File: src/rtl/fir_param_if.sv
// fir_param_if -- signal bundle for the fir_param filter.
//   master : drives samples (x_n, s_axis_fir_tvalid) and coefficients
//            (s_set_coeffs, coeff_in); receives y_n, m_axis_fir_tvalid
//            and coeffs_done.
//   slave  : the filter side of the same signals.
// Widths must match the parameters of the attached fir_param instance.
interface fir_param_if #(
    parameter int TAP_SIZE = 4,
    parameter int X_N_SIZE = 8,
    parameter int Y_N_SIZE = 12
);
    logic signed [X_N_SIZE-1:0] x_n;
    logic                       s_axis_fir_tvalid;
    logic                       s_set_coeffs;
    logic signed [TAP_SIZE-1:0] coeff_in;
    logic signed [Y_N_SIZE-1:0] y_n;
    logic                       m_axis_fir_tvalid;
    logic                       coeffs_done;

    modport master (
        output x_n, s_axis_fir_tvalid, s_set_coeffs, coeff_in,
        input  y_n, m_axis_fir_tvalid, coeffs_done
    );

    modport slave (
        input  x_n, s_axis_fir_tvalid, s_set_coeffs, coeff_in,
        output y_n, m_axis_fir_tvalid, coeffs_done
    );
endinterface

File: src/rtl/fir_param.sv
// fir_param -- parameterised direct-form FIR filter with serial coefficient
// loading and a saturated, registered output.
// Ports:
//   clk   : single clock, rising edge
//   reset : synchronous, active-high; restores the identity filter
//   bus   : fir_param_if.slave
//           x_n / s_axis_fir_tvalid      : input sample stream
//           s_set_coeffs / coeff_in      : coefficient load stream
//           y_n / m_axis_fir_tvalid      : filter output, one cycle latency
//           coeffs_done                  : pulse after a full coefficient set
module fir_param #(
    parameter int TAP_SIZE    = 4,
    parameter int NBR_OF_TAPS = 4,
    parameter int X_N_SIZE    = 8,
    parameter int Y_N_SIZE    = 12
) (
    input  logic       clk,
    input  logic       reset,
    fir_param_if.slave bus
);
    localparam int ACC_W = TAP_SIZE + X_N_SIZE + $clog2(NBR_OF_TAPS);
    localparam int CNT_W = $clog2(NBR_OF_TAPS + 1);

    localparam logic signed [ACC_W-1:0] Y_MAX =
        ACC_W'((64'sd1 <<< (Y_N_SIZE - 1)) - 64'sd1);
    localparam logic signed [ACC_W-1:0] Y_MIN =
        ACC_W'(-(64'sd1 <<< (Y_N_SIZE - 1)));
    localparam logic [CNT_W-1:0] CNT_FULL = CNT_W'(NBR_OF_TAPS);
    localparam logic [CNT_W-1:0] CNT_LAST = CNT_W'(NBR_OF_TAPS - 1);

    typedef enum logic [1:0] {
        IDLE,
        ACTIVE,
        CONFIG
    } state_t;

    state_t state_q, state_d;

    logic signed [TAP_SIZE-1:0] taps_q [NBR_OF_TAPS];
    logic signed [TAP_SIZE-1:0] taps_d [NBR_OF_TAPS];
    logic signed [X_N_SIZE-1:0] buff_q [NBR_OF_TAPS];
    logic signed [X_N_SIZE-1:0] buff_d [NBR_OF_TAPS];
    logic [CNT_W-1:0]           cnt_q, cnt_d, cnt_base;
    logic signed [Y_N_SIZE-1:0] y_q, y_d;
    logic                       vld_q, vld_d;
    logic                       done_q, done_d;

    logic                       first_word;
    logic                       accept;
    logic signed [ACC_W-1:0]    acc;

    // ---------------- state machine: next state ----------------
    always_comb begin
        state_d = IDLE;
        if (bus.s_set_coeffs) begin
            state_d = CONFIG;
        end else if (bus.s_axis_fir_tvalid) begin
            state_d = ACTIVE;
        end
    end

    // ---------------- datapath next values ----------------
    always_comb begin
        taps_d   = taps_q;
        buff_d   = buff_q;
        cnt_d    = cnt_q;
        done_d   = 1'b0;
        y_d      = y_q;
        acc      = '0;

        first_word = bus.s_set_coeffs && (state_q != CONFIG);
        accept     = bus.s_axis_fir_tvalid && !bus.s_set_coeffs;
        vld_d      = accept;

        // A new burst restarts counting from zero regardless of what the
        // previous burst left in the counter.
        cnt_base = first_word ? '0 : cnt_q;

        if (bus.s_set_coeffs) begin
            for (int unsigned i = NBR_OF_TAPS - 1; i >= 1; i--) begin
                taps_d[i] = taps_q[i-1];
            end
            taps_d[0] = bus.coeff_in;
            if (first_word) begin
                for (int unsigned i = 0; i < NBR_OF_TAPS; i++) begin
                    buff_d[i] = '0;
                end
            end
            // Counter saturates at NBR_OF_TAPS so overlong bursts give
            // exactly one pulse.
            if (cnt_base != CNT_FULL) begin
                cnt_d = cnt_base + CNT_W'(1);
            end
            done_d = (cnt_base == CNT_LAST);
        end

        if (accept) begin
            for (int unsigned i = NBR_OF_TAPS - 1; i >= 1; i--) begin
                buff_d[i] = buff_q[i-1];
            end
            buff_d[0] = bus.x_n;
        end

        // Taps are stable whenever a sample is accepted, so the sum runs
        // over the current taps and the post-shift delay line.
        for (int unsigned k = 0; k < NBR_OF_TAPS; k++) begin
            acc = acc + ACC_W'(taps_q[k]) * ACC_W'(buff_d[k]);
        end

        if (accept) begin
            if (acc > Y_MAX) begin
                y_d = Y_MAX[Y_N_SIZE-1:0];
            end else if (acc < Y_MIN) begin
                y_d = Y_MIN[Y_N_SIZE-1:0];
            end else begin
                y_d = acc[Y_N_SIZE-1:0];
            end
        end
    end

    // ---------------- registers ----------------
    always_ff @(posedge clk) begin
        if (reset) begin
            state_q <= IDLE;
            for (int unsigned i = 0; i < NBR_OF_TAPS; i++) begin
                taps_q[i] <= '0;
                buff_q[i] <= '0;
            end
            taps_q[0] <= TAP_SIZE'(1);
            cnt_q     <= '0;
            y_q       <= '0;
            vld_q     <= 1'b0;
            done_q    <= 1'b0;
        end else begin
            state_q <= state_d;
            taps_q  <= taps_d;
            buff_q  <= buff_d;
            cnt_q   <= cnt_d;
            y_q     <= y_d;
            vld_q   <= vld_d;
            done_q  <= done_d;
        end
    end

    assign bus.y_n               = y_q;
    assign bus.m_axis_fir_tvalid = vld_q;
    assign bus.coeffs_done       = done_q;

endmodule

File: src/flat_wrapper.sv
// flat-port wrapper written by rule: the top's interface ports become plain ports
module fir_param_flat 
#(
    parameter int TAP_SIZE    = 4,
    parameter int NBR_OF_TAPS = 4,
    parameter int X_N_SIZE    = 8,
    parameter int Y_N_SIZE    = 12
)
  (clk, reset, bus_x_n, bus_s_axis_fir_tvalid, bus_s_set_coeffs, bus_coeff_in, bus_y_n, bus_m_axis_fir_tvalid, bus_coeffs_done);
  fir_param_if #(.TAP_SIZE(TAP_SIZE), .X_N_SIZE(X_N_SIZE), .Y_N_SIZE(Y_N_SIZE)) bus_i ();
  input  logic clk;
  input  logic reset;
  input wire logic [$bits(bus_i.x_n)-1:0] bus_x_n;
  input wire logic [$bits(bus_i.s_axis_fir_tvalid)-1:0] bus_s_axis_fir_tvalid;
  input wire logic [$bits(bus_i.s_set_coeffs)-1:0] bus_s_set_coeffs;
  input wire logic [$bits(bus_i.coeff_in)-1:0] bus_coeff_in;
  output wire logic [$bits(bus_i.y_n)-1:0] bus_y_n;
  output wire logic [$bits(bus_i.m_axis_fir_tvalid)-1:0] bus_m_axis_fir_tvalid;
  output wire logic [$bits(bus_i.coeffs_done)-1:0] bus_coeffs_done;
  assign bus_i.x_n = bus_x_n;
  assign bus_i.s_axis_fir_tvalid = bus_s_axis_fir_tvalid;
  assign bus_i.s_set_coeffs = bus_s_set_coeffs;
  assign bus_i.coeff_in = bus_coeff_in;
  assign bus_y_n = bus_i.y_n;
  assign bus_m_axis_fir_tvalid = bus_i.m_axis_fir_tvalid;
  assign bus_coeffs_done = bus_i.coeffs_done;
  fir_param #(.TAP_SIZE(TAP_SIZE), .NBR_OF_TAPS(NBR_OF_TAPS), .X_N_SIZE(X_N_SIZE), .Y_N_SIZE(Y_N_SIZE)) u_core (.clk(clk), .reset(reset), .bus(bus_i));
endmodule
File: config.mk
export PLATFORM = sky130hd
export DESIGN_NAME = fir_param_flat
export DESIGN_NICKNAME = d
export VERILOG_FILES = /design/src/rtl/fir_param_if.sv /design/src/rtl/fir_param.sv /design/src/flat_wrapper.sv
export SDC_FILE = /design/constraint.sdc
export NUM_CORES = 1
export LEC_CHECK = 0
export BUFFER_PORTS_ARGS = -buffer_cell sky130_fd_sc_hd__clkbuf_2
export CAP_MARGIN = 15
export CORE_MARGIN = 2
export CORE_UTILIZATION = 55
export DETAILED_ROUTE_END_ITERATION = 10
export PLACE_DENSITY = 0.78
export SKIP_LAST_GASP = 1
export SYNTH_ARGS = -nofsm -noshare
export SYNTH_HDL_FRONTEND = slang
export SYNTH_SLANG_ARGS = --single-unit
File: constraint.sdc
create_clock -name clk -period 10.37 [get_ports clk]
set_clock_uncertainty 0.2 [all_clocks]
set_input_delay 2.074 -clock clk [delete_from_list [all_inputs] [get_ports clk]]
set_output_delay 2.074 -clock clk [all_outputs]
set_load 0.02 [all_outputs]
* Yosys cells after proc, flatten, opt, wreduce, memory -nomap -nowiden
Cells that the tools add are included.
Widths: inputs -> output; s select.
** Operators by class
- Add/sub/neg operators :: 4
- Multiply operators :: 4
- Order comparisons :: 2
- Eq/ne operators :: 3
- Mux-type cells :: 8
- Bitwise gates (word level) :: 1
- Reductions and logical operators :: 6
** Operator list (number)
- $mux 32 :: 3
- $mul 4x8->12 :: 4
- $add 14x14->14 :: 3
- $mux 12 :: 2
- $gt 14x12->1 const B :: 1
- $lt 14x12->1 const B :: 1
- $reduce_or 2->1 :: 2
- $add 3x1->3 const B :: 1
- $eq 3x2->1 const B :: 1
- $mux 3 :: 1
- $ne 3x3->1 const B :: 1
- $logic_and 1x1->1 :: 2
- $mux 2 :: 1
- $ne 2x2->1 const B :: 1
- $reduce_and 2->1 :: 1
- $logic_not 1->1 :: 1
- $mux 1 :: 1
- $not 1->1 :: 1
** Word-level totals
- Register bits :: 67
- Bits of input ports :: 16
- Output and inout port bits :: 14
- Logic and storage cells :: 42

* Logic depth before layout (Yosys ltp)
Gate-level depths: netlist (run 1).
- Word-level depth :: 12
- Gate-level depth with buffers :: 33
- Depth with buffers taken out :: 30

* Least setup slack after synthesis (run 1)
No wires, ideal clock.
- Path kind :: input port to flip-flop
- Start point :: input port bus_s_set_coeffs
- End point :: register u_core.y_q[3], in the netlist u_core.bus.y_n[3]
- Setup time :: 95 ps
- Data arrival time :: 8746 ps
- Required time :: 10075 ps
- Setup slack :: 1329 ps
- Stages on the path :: 30
- Buffers on the path :: 3
- Cell sequence :: clkbuf_1 > nand2b_1 > buf_2 > buf_2 > mux2i_1 > o21ai_0 > fa_1 > fa_1 > inv_1 > fa_1 > ha_1 > fa_1 > a21oi_1 > nor2_1 > nor2_1 > o21bai_1 > a21oi_1 > o21ai_0 > xnor2_1 > fa_1 > inv_1 > fa_1 > ha_1 > nand3_1 > o22ai_1 > nor3_1 > a21oi_1 > xnor2_2 > a21oi_4 > o311ai_1
** Between the ends
- Cells in the longest elaborated chain, start to end :: 11
- Elaborated cells between the ends (all ways) :: 17
- Classes of those cells :: 3 x add/sub; 4 x mul; 2 x order compare; 5 x mux; 3 x reduce/logical
** Ends and longest elaborated chain
- start, declared :: line flat_wrapper.sv:15 : input wire logic [$bits(bus_i.s_set_coeffs)-1:0] bus_s_set_coeffs;
- $logic_and 1x1->1 :: line fir_param.sv:71 : first_word = bus.s_set_coeffs && (state_q != CONFIG);
- $mux 32 :: line fir_param.sv:84 : if (first_word) begin
- $mux 32 :: line fir_param.sv:79 : if (bus.s_set_coeffs) begin
- $mux 32 :: line fir_param.sv:97 : if (accept) begin
- $mul 4x8->12 :: line fir_param.sv:107 : acc = acc + ACC_W'(taps_q[k]) * ACC_W'(buff_d[k]);
- $add 14x14->14 (3 in a row) :: line fir_param.sv:107
- $lt 14x12->1 :: line fir_param.sv:113 : end else if (acc < Y_MIN) begin
- $mux 12 :: line fir_param.sv:113
- $mux 12 :: line fir_param.sv:111 : if (acc > Y_MAX) begin
- end signal, assigned :: line fir_param.sv:139 : y_q <= y_d;
- end, declared :: line fir_param.sv:44 : logic signed [Y_N_SIZE-1:0] y_q, y_d;
Parallel ways exist; a longest one is shown, timed or not.
A chain may end at the register's enable or synchronous reset.

* Final worst setup path (run 1)
- Start point :: input port bus_s_set_coeffs
- End point :: register u_core.y_q[5], in the netlist u_core.bus.y_n[5]
Same word-level chain as after synthesis.

==> impl_metrics.sql, run 1 <==
INSERT INTO impl_metrics (metric_group, metric, value, unit) VALUES
('outcome', 'outcome', 'finished, final reports clean', ''),
('cells_and_area', 'total_number_of_nets_in_the_final_design', '1078', ''),
('yosys', 'mappedNetlistNets', '1063', ''),
('cells_and_area', 'finalNonFillerCells', '1058', ''),
('global_routing', 'grt_overflow', '0', ''),
('cts', 'ctsResizeCount', '0', ''),
('cells_and_area', 'fillers', '1141', ''),
('power_and_ir_drop', 'finalPower', '0.7842', 'mW'),
('sta', 'finalWorstPathRequiredPeriod', '9.436', 'ns'),
('setup_path', 'critPathKind', 'input pin to flop', ''),
('cts', 'clock_tree.htree_level_count', '3', ''),
('setup_path', 'crit_required', '10.40', 'ns'),
('place', 'placer_congestion', '0.8773', ''),
('drt', 'postRouteAntennaNets', '0', ''),
('sta', 'hold_vio_cnt_final', '0', ''),
('cts', 'cts_post_setup_buffers_inserted', '0', ''),
('global_routing', 'antenna_violations_before_repair', '0', ''),
('yosys', 'post_synth_num_cell_types', '46', ''),
('cells_and_area', 'final_cell_mix', '97 x sky130_fd_sc_hd__inv_1, 95 x sky130_fd_sc_hd__ha_1, 94 x sky130_fd_sc_hd__fa_1, 69 x sky130_fd_sc_hd__and2_1, 67 x sky130_fd_sc_hd__dfxtp_1', ''),
('setup_path', 'crit_path_frequent_cell', 'sky130_fd_sc_hd__fa_1', ''),
('sta', 'fin_tns_setup', '0', 'ns'),
('drt', 'vias_per_cell', '5.371', ''),
('global_routing', 'global_route.peak_usage_layer', 'met2', ''),
('min_path', 'hold_path.class', 'flop to flop', ''),
('setup_path', 'slowest_delay', '0.63', 'ns'),
('cts', 'max-clock-path-buffers', '2', ''),
('floorplan', 'io-pin-count', '30', ''),
('sta', 'slew_headroom', '46.59', '%'),
('yosys', 'post_synthesis_register_bit_count', '67', ''),
('drt', 'wl', '15.68', 'mm'),
('cells_and_area', 'drive_gt1_share', '7.289', '%'),
('global_routing', 'vias_in_the_first_global_route', '5501', ''),
('cts', 'cts-root-buf', 'sky130_fd_sc_hd__clkbuf_16', ''),
('sta', 'setup_violations', '0', ''),
('global_routing', 'globalRouteMet1Util', '31.60', '%'),
('place', 'place.detailed.hpwl', '13.09', 'mm'),
('setup_path', 'worst_path_max_delay_cell', 'sky130_fd_sc_hd__nand2b_2', ''),
('place', 'placed_cells', '1042', ''),
('place', 'io_buffers', '29', ''),
('cells_and_area', 'insertedDiodeCount', '0', ''),
('cts', 'clkLatencyLatePin', '0.34', 'ns'),
('global_routing', 'pin_count_of_the_biggest_net_entering_global_routing', '56', ''),
('drt', 'wl_per_cell', '14.82', 'µm'),
('global_routing', 'globalRouteMet2Util', '35.61', '%'),
('cts', 'cts_hold_buf', '0', ''),
('setup_path', 'critical_path.startpoint_type', 'input pin', ''),
('floorplan', 'initial_core_utilization', '56.51', '%'),
('cts', 'cts_inserted_buffers', '9', ''),
('cells_and_area', 'area_delta_synth_final', '7.626', '%'),
('floorplan', 'die-width', '123.7', 'µm'),
('global_routing', 'gr-usage-all-layers', '22.36', '%'),
('setup_path', 'type_of_element_capturing_the_critical_path', 'flop', ''),
('yosys', 'synthFlopType', 'sky130_fd_sc_hd__dfxtp_1', ''),
('cells_and_area', 'mostFrequentLayoutCell', 'sky130_fd_sc_hd__inv_1', ''),
('yosys', 'average_instance_area_after_synthesis', '9.178', 'µm²'),
('flow_run', 'cap_viol_max_count', '0', ''),
('setup_path', 'worst-endpoint-arrival', '9.47', 'ns'),
('global_routing', 'groute.layer.met3.usage', '3.434', '%'),
('yosys', 'postSynth.asyncResetShare', '0', '%'),
('yosys', 'synth_area', '0.007875', 'mm²'),
('drt', 'detail_route.drc_violations', '0', ''),
('yosys', 'syn_inst', '858', ''),
('power_and_ir_drop', 'vdd.ir_drop.worst', '0.09855', 'mV'),
('power_and_ir_drop', 'p_leak', '4.539', 'nW'),
('cts', 'clkSlewWorstSetupHoldPaths', '0.06', 'ns'),
('yosys', 'count_of_yosys_warnings_during_synthesis', '0', ''),
('drt', 'vias', '5683', ''),
('sta', 'final-max-slew-violation-count', '0', ''),
('sta', 'maxClockFrequency', '106.0', 'MHz'),
('global_routing', 'grt_pass1_wl', '26.62', 'mm'),
('cts', 'tritoncts_clock_tree', 'built', '');
[cells in the mapped netlist (24+ instances only)]
cell / n / area (µm²)
sky130_fd_sc_hd__a21oi_1: 35 / 175.2
sky130_fd_sc_hd__and2_1: 69 / 431.7
sky130_fd_sc_hd__dfxtp_1: 67 / 1341
sky130_fd_sc_hd__fa_1: 94 / 1882
sky130_fd_sc_hd__ha_1: 95 / 1189
sky130_fd_sc_hd__inv_1: 97 / 364.1
sky130_fd_sc_hd__mux2i_1: 48 / 480.5
sky130_fd_sc_hd__nand2_1: 62 / 232.7
sky130_fd_sc_hd__nor2_1: 66 / 247.7
sky130_fd_sc_hd__nor3_1: 35 / 175.2
sky130_fd_sc_hd__o21ai_0: 24 / 120.1
sky130_fd_sc_hd__xnor2_1: 41 / 359.1
[layer usage]
metal | routed length, µm | vias to the layer above
li1 | - | 2840
met1 | 7493 | 2724
met2 | 7271 | 97
met3 | 596 | 22
met4 | 318 | 0
met5 | 0 | -
[stage by stage]
step | util (%) | cell area, µm² | setup slack [ns]
after CTS | 60.82 | 8476 | 0.9373
after floorplan | - | 7875 | 1.329
final | 60.82 | 8476 | 0.9338
after global placement | 58.61 | 8167 | 0.7744
after detailed placement | 58.61 | 8167 | 0.6108
after global routing | 60.82 | 8476 | 0.4298
[kinds of logic after synthesis]
logic type | synth area share (%)
AO/OA/AOI/OAI | 9.025
AND/OR/NAND/NOR | 16.32
flip-flops | 17.03
buffers and inverters | 6.196
multiplexers | 6.244
XOR/XNOR | 6.196
adder cells (fa/ha/maj) | 38.99
[cell type report]
cell class / count / area (µm²) / share of cell area [%]
tap: 180 / 225.2 / 2.657
clock inverter: 7 / 83.83 / 0.9891
sequential: 67 / 1341 / 15.83
timing repair buffer: 34 / 182.7 / 2.155
multi-input combinational: 663 / 6050 / 71.38
clock buffer: 9 / 225.2 / 2.657
inverter: 98 / 367.9 / 4.340
[registers in the layout (all words and copies together), names as in the netlist]
name	count
u_core.bus.coeffs_done	1
u_core.cnt_q	3
u_core.bus.y_n	12
u_core.bus.m_axis_fir_tvalid	1
u_core.taps_q	16
u_core.state_q	2
u_core.buff_q	32
[worst paths after layout]
check                     start            endpoint  slack [ns]  cells past startpoint
max            bus_s_set_coeffs   u_core.bus.y_n[5]        0.93                     30
min          u_core.bus.y_n[10]  u_core.bus.y_n[10]        0.25                      2
max reg2reg   u_core.state_q[1]   u_core.bus.y_n[5]        2.68                     30
min reg2reg  u_core.bus.y_n[10]  u_core.bus.y_n[10]        0.25                      2
[where the power goes]
group          internal, mW  total, mW  switching, mW
Sequential            0.270      0.281         0.0110
Clock                 0.191      0.316          0.126
Combinational        0.0724      0.187          0.115
Total                 0.533      0.784          0.252
[critical path, delay by kind of cell]
kind                       cells  cell delay [ns]
and+or+nand+nor                5             1.31
xor gates and xnor gates       2             0.58
adders and majority gates      8             3.55
buffers and inverters          5             0.36
muxes                          1             0.21
AOI/OAI and AO/OA              9             1.35
Power figures use the tool's default switching activity.
==> run 2, diff against run 1 <==
Settings changed: CORE_UTILIZATION 55 to 50, PLACE_DENSITY 0.78 to 0.73.
==> run 2 against run 1 <==
Effect of this change: worst hold slack improved by 0.011 ns; die area rose by 9.7%; worst setup slack improved by 0.081 ns; cell area rose by 0.52%; count of clock-buffer cells in the layout did not move.
==> impl_metrics.sql, run 2 (synthesized netlist as in run 1, its figures left out) <==
INSERT INTO impl_metrics (metric_group, metric, value, unit) VALUES
('setup_path', 'crit_required', '10.36', 'ns'),
('sta', 'setup_repair_after_global_routing_missed_its_margin', 'no', ''),
('place', 'io_buffers', '29', ''),
('cts', 'tritoncts_num_sinks', '67', ''),
('global_routing', 'pin_count_of_the_biggest_net_entering_global_routing', '56', ''),
('drt', 'wl', '15.99', 'mm'),
('cts', 'tritoncts_clock_tree', 'built', ''),
('floorplan', 'die_height', '129.5', 'µm'),
('cts', 'clock_tree.htree_level_count', '3', ''),
('drt', 'first_iter_violations', '335', ''),
('setup_path', 'worst-endpoint-arrival', '9.35', 'ns'),
('sta', 'maxClockFrequency', '106.9', 'MHz'),
('floorplan', 'placeableCoreArea', '0.01531', 'mm²'),
('sta', 'finalCritPeriodShare', '90.22', '%'),
('cts', 'cts_hold_buf', '0', ''),
('power_and_ir_drop', 'vdd.ir_drop.worst', '0.05732', 'mV'),
('setup_path', 'critical_path.startpoint_type', 'input pin', ''),
('cells_and_area', 'insertedDiodeCount', '0', ''),
('power_and_ir_drop', 'power_density', '91.79', 'mW/mm²'),
('outcome', 'outcome', 'finished, final reports clean', ''),
('floorplan', 'io-pin-count', '30', ''),
('cells_and_area', 'multi_input_comb_area', '0.006050', 'mm²'),
('setup_path', 'crit_fanout', '29', ''),
('place', 'detailedPlace.worstSlack', '0.6819', 'ns'),
('floorplan', 'row_count', '45', ''),
('sta', 'fin_tns_setup', '0', 'ns'),
('cts', 'cts-root-buf', 'sky130_fd_sc_hd__clkbuf_16', ''),
('cells_and_area', 'mostFrequentLayoutCell', 'sky130_fd_sc_hd__inv_1', ''),
('cells_and_area', 'max_flop_register', 'u_core.buff_q', ''),
('flow_run', 'cap_viol_max_count', '0', ''),
('sta', 'slew_headroom', '51.23', '%'),
('cells_and_area', 'drive_gt1_share', '7.395', '%'),
('sta', 'final-max-slew-violation-count', '0', ''),
('cells_and_area', 'area_delta_synth_final', '8.182', '%'),
('sta', 'final_critical_path_setup_slack', '1.014', 'ns'),
('global_routing', 'gr-usage-all-layers', '20.51', '%'),
('cts', 'ctsResizeCount', '0', ''),
('setup_path', 'slowest_delay', '0.61', 'ns'),
('setup_path', 'critPathKind', 'input pin to flop', ''),
('setup_path', 'worst_path_max_delay_cell', 'sky130_fd_sc_hd__fa_1', ''),
('cells_and_area', 'largest_reg_flops', '32', ''),
('place', 'placer_congestion', '0.8634', ''),
('sta', 'worstMarginPinSlew', '0.7300', 'ns'),
('cts', 'max-clock-path-buffers', '2', ''),
('sta', 'setup_violations', '0', ''),
('drt', 'wl_per_cell', '14.67', 'µm'),
('cells_and_area', 'fillers', '1429', ''),
('sta', 'fin_worst_hold_slack', '0.2647', 'ns'),
('setup_path', 'cp_num_buf_inv', '8', ''),
('drt', 'vias', '5715', ''),
('global_routing', 'grt_pass1_wl', '27.01', 'mm'),
('cells_and_area', 'utilization', '55.63', '%'),
('global_routing', 'grt_overflow', '0', ''),
('drt', 'detail_route.drc_violations', '0', ''),
('floorplan', 'dieArea', '0.01677', 'mm²'),
('setup_path', 'type_of_element_capturing_the_critical_path', 'flop', ''),
('sta', 'hold_vio_cnt_final', '0', ''),
('place', 'place.detailed.hpwl', '13.56', 'mm'),
('cts', 'cts_post_setup_buffers_inserted', '0', ''),
('cells_and_area', 'area.sequential', '0.001341', 'mm²'),
('cts', 'clkLatencyLatePin', '0.33', 'ns'),
('cts', 'cts_inserted_buffers', '9', ''),
('floorplan', 'die-width', '129.5', 'µm'),
('cells_and_area', 'total_number_of_nets_in_the_final_design', '1079', ''),
('cells_and_area', 'finalNonFillerCells', '1090', ''),
('place', 'placed_cells', '1074', ''),
('setup_path', 'crit_path_frequent_cell', 'sky130_fd_sc_hd__fa_1', ''),
('floorplan', 'initial_core_utilization', '51.42', '%'),
('setup_path', 'critical_path.top_delay_family', 'adder cells', ''),
('drt', 'drt_first_pass_iters', '6', ''),
('min_path', 'hold_path.class', 'flop to flop', ''),
('drt', 'vias_per_cell', '5.243', ''),
('cts', 'clkSlewWorstSetupHoldPaths', '0.06', 'ns'),
('global_routing', 'antenna_violations_before_repair', '0', ''),
('power_and_ir_drop', 'p_leak', '4.542', 'nW'),
('global_routing', 'vias_in_the_first_global_route', '5501', ''),
('drt', 'postRouteAntennaNets', '0', ''),
('cells_and_area', 'final_cell_mix', '97 x sky130_fd_sc_hd__inv_1, 95 x sky130_fd_sc_hd__ha_1, 94 x sky130_fd_sc_hd__fa_1, 69 x sky130_fd_sc_hd__and2_1, 67 x sky130_fd_sc_hd__dfxtp_1', ''),
('sta', 'finalWorstPathRequiredPeriod', '9.356', 'ns');
[run 2: area by class of cell]
type	instances	share of cell area, %
inverters	98	4.318
clock inverters	7	0.9546
multi-input cells	663	71.01
well taps	211	3.099
clock buffers	9	2.644
repair buffers	35	2.232
flip-flops and latches	67	15.74
[run 2: path summary, 6_finish.rpt]
check	start	to	slack, ns	cells after the start
worst max-delay path	bus_s_set_coeffs	u_core.bus.y_n[2]	1.01	30
worst min-delay path	u_core.bus.y_n[9]	u_core.bus.y_n[9]	0.26	2
worst max register to register	u_core.state_q[1]	u_core.bus.y_n[2]	2.78	30
worst min register to register	u_core.bus.y_n[9]	u_core.bus.y_n[9]	0.26	2
[run 2: metrics by stage]
step	area [µm²]	power [mW]
2_1_floorplan	7875	0.4285
3_3_place_gp	8213	0.4718
3_5_place_dp	8213	0.4744
4_1_cts	8519	0.7874
5_1_grt	8519	0.8205
6_report	8519	0.7820
[run 2: metal layers]
metal	vias up	share of wire, %	global-route usage (%)
met5	-	0	0
met4	0	1.7	5.313
met3	18	4.1	3.592
met2	101	47	33.56
met1	2754	47	28.32
li1	2842	-	-
[run 2: worst min-delay path: stages, from the launching register on]
cell and delay [ns]:
sky130_fd_sc_hd__dfxtp_1 0.33, sky130_fd_sc_hd__nand2_1 0.05, sky130_fd_sc_hd__o311ai_1 0.05
[run 2: where the power goes]
part | internal (mW) | switching, mW
sequential | 0.270 | 0.0116
combinational | 0.0727 | 0.115
clock | 0.190 | 0.123
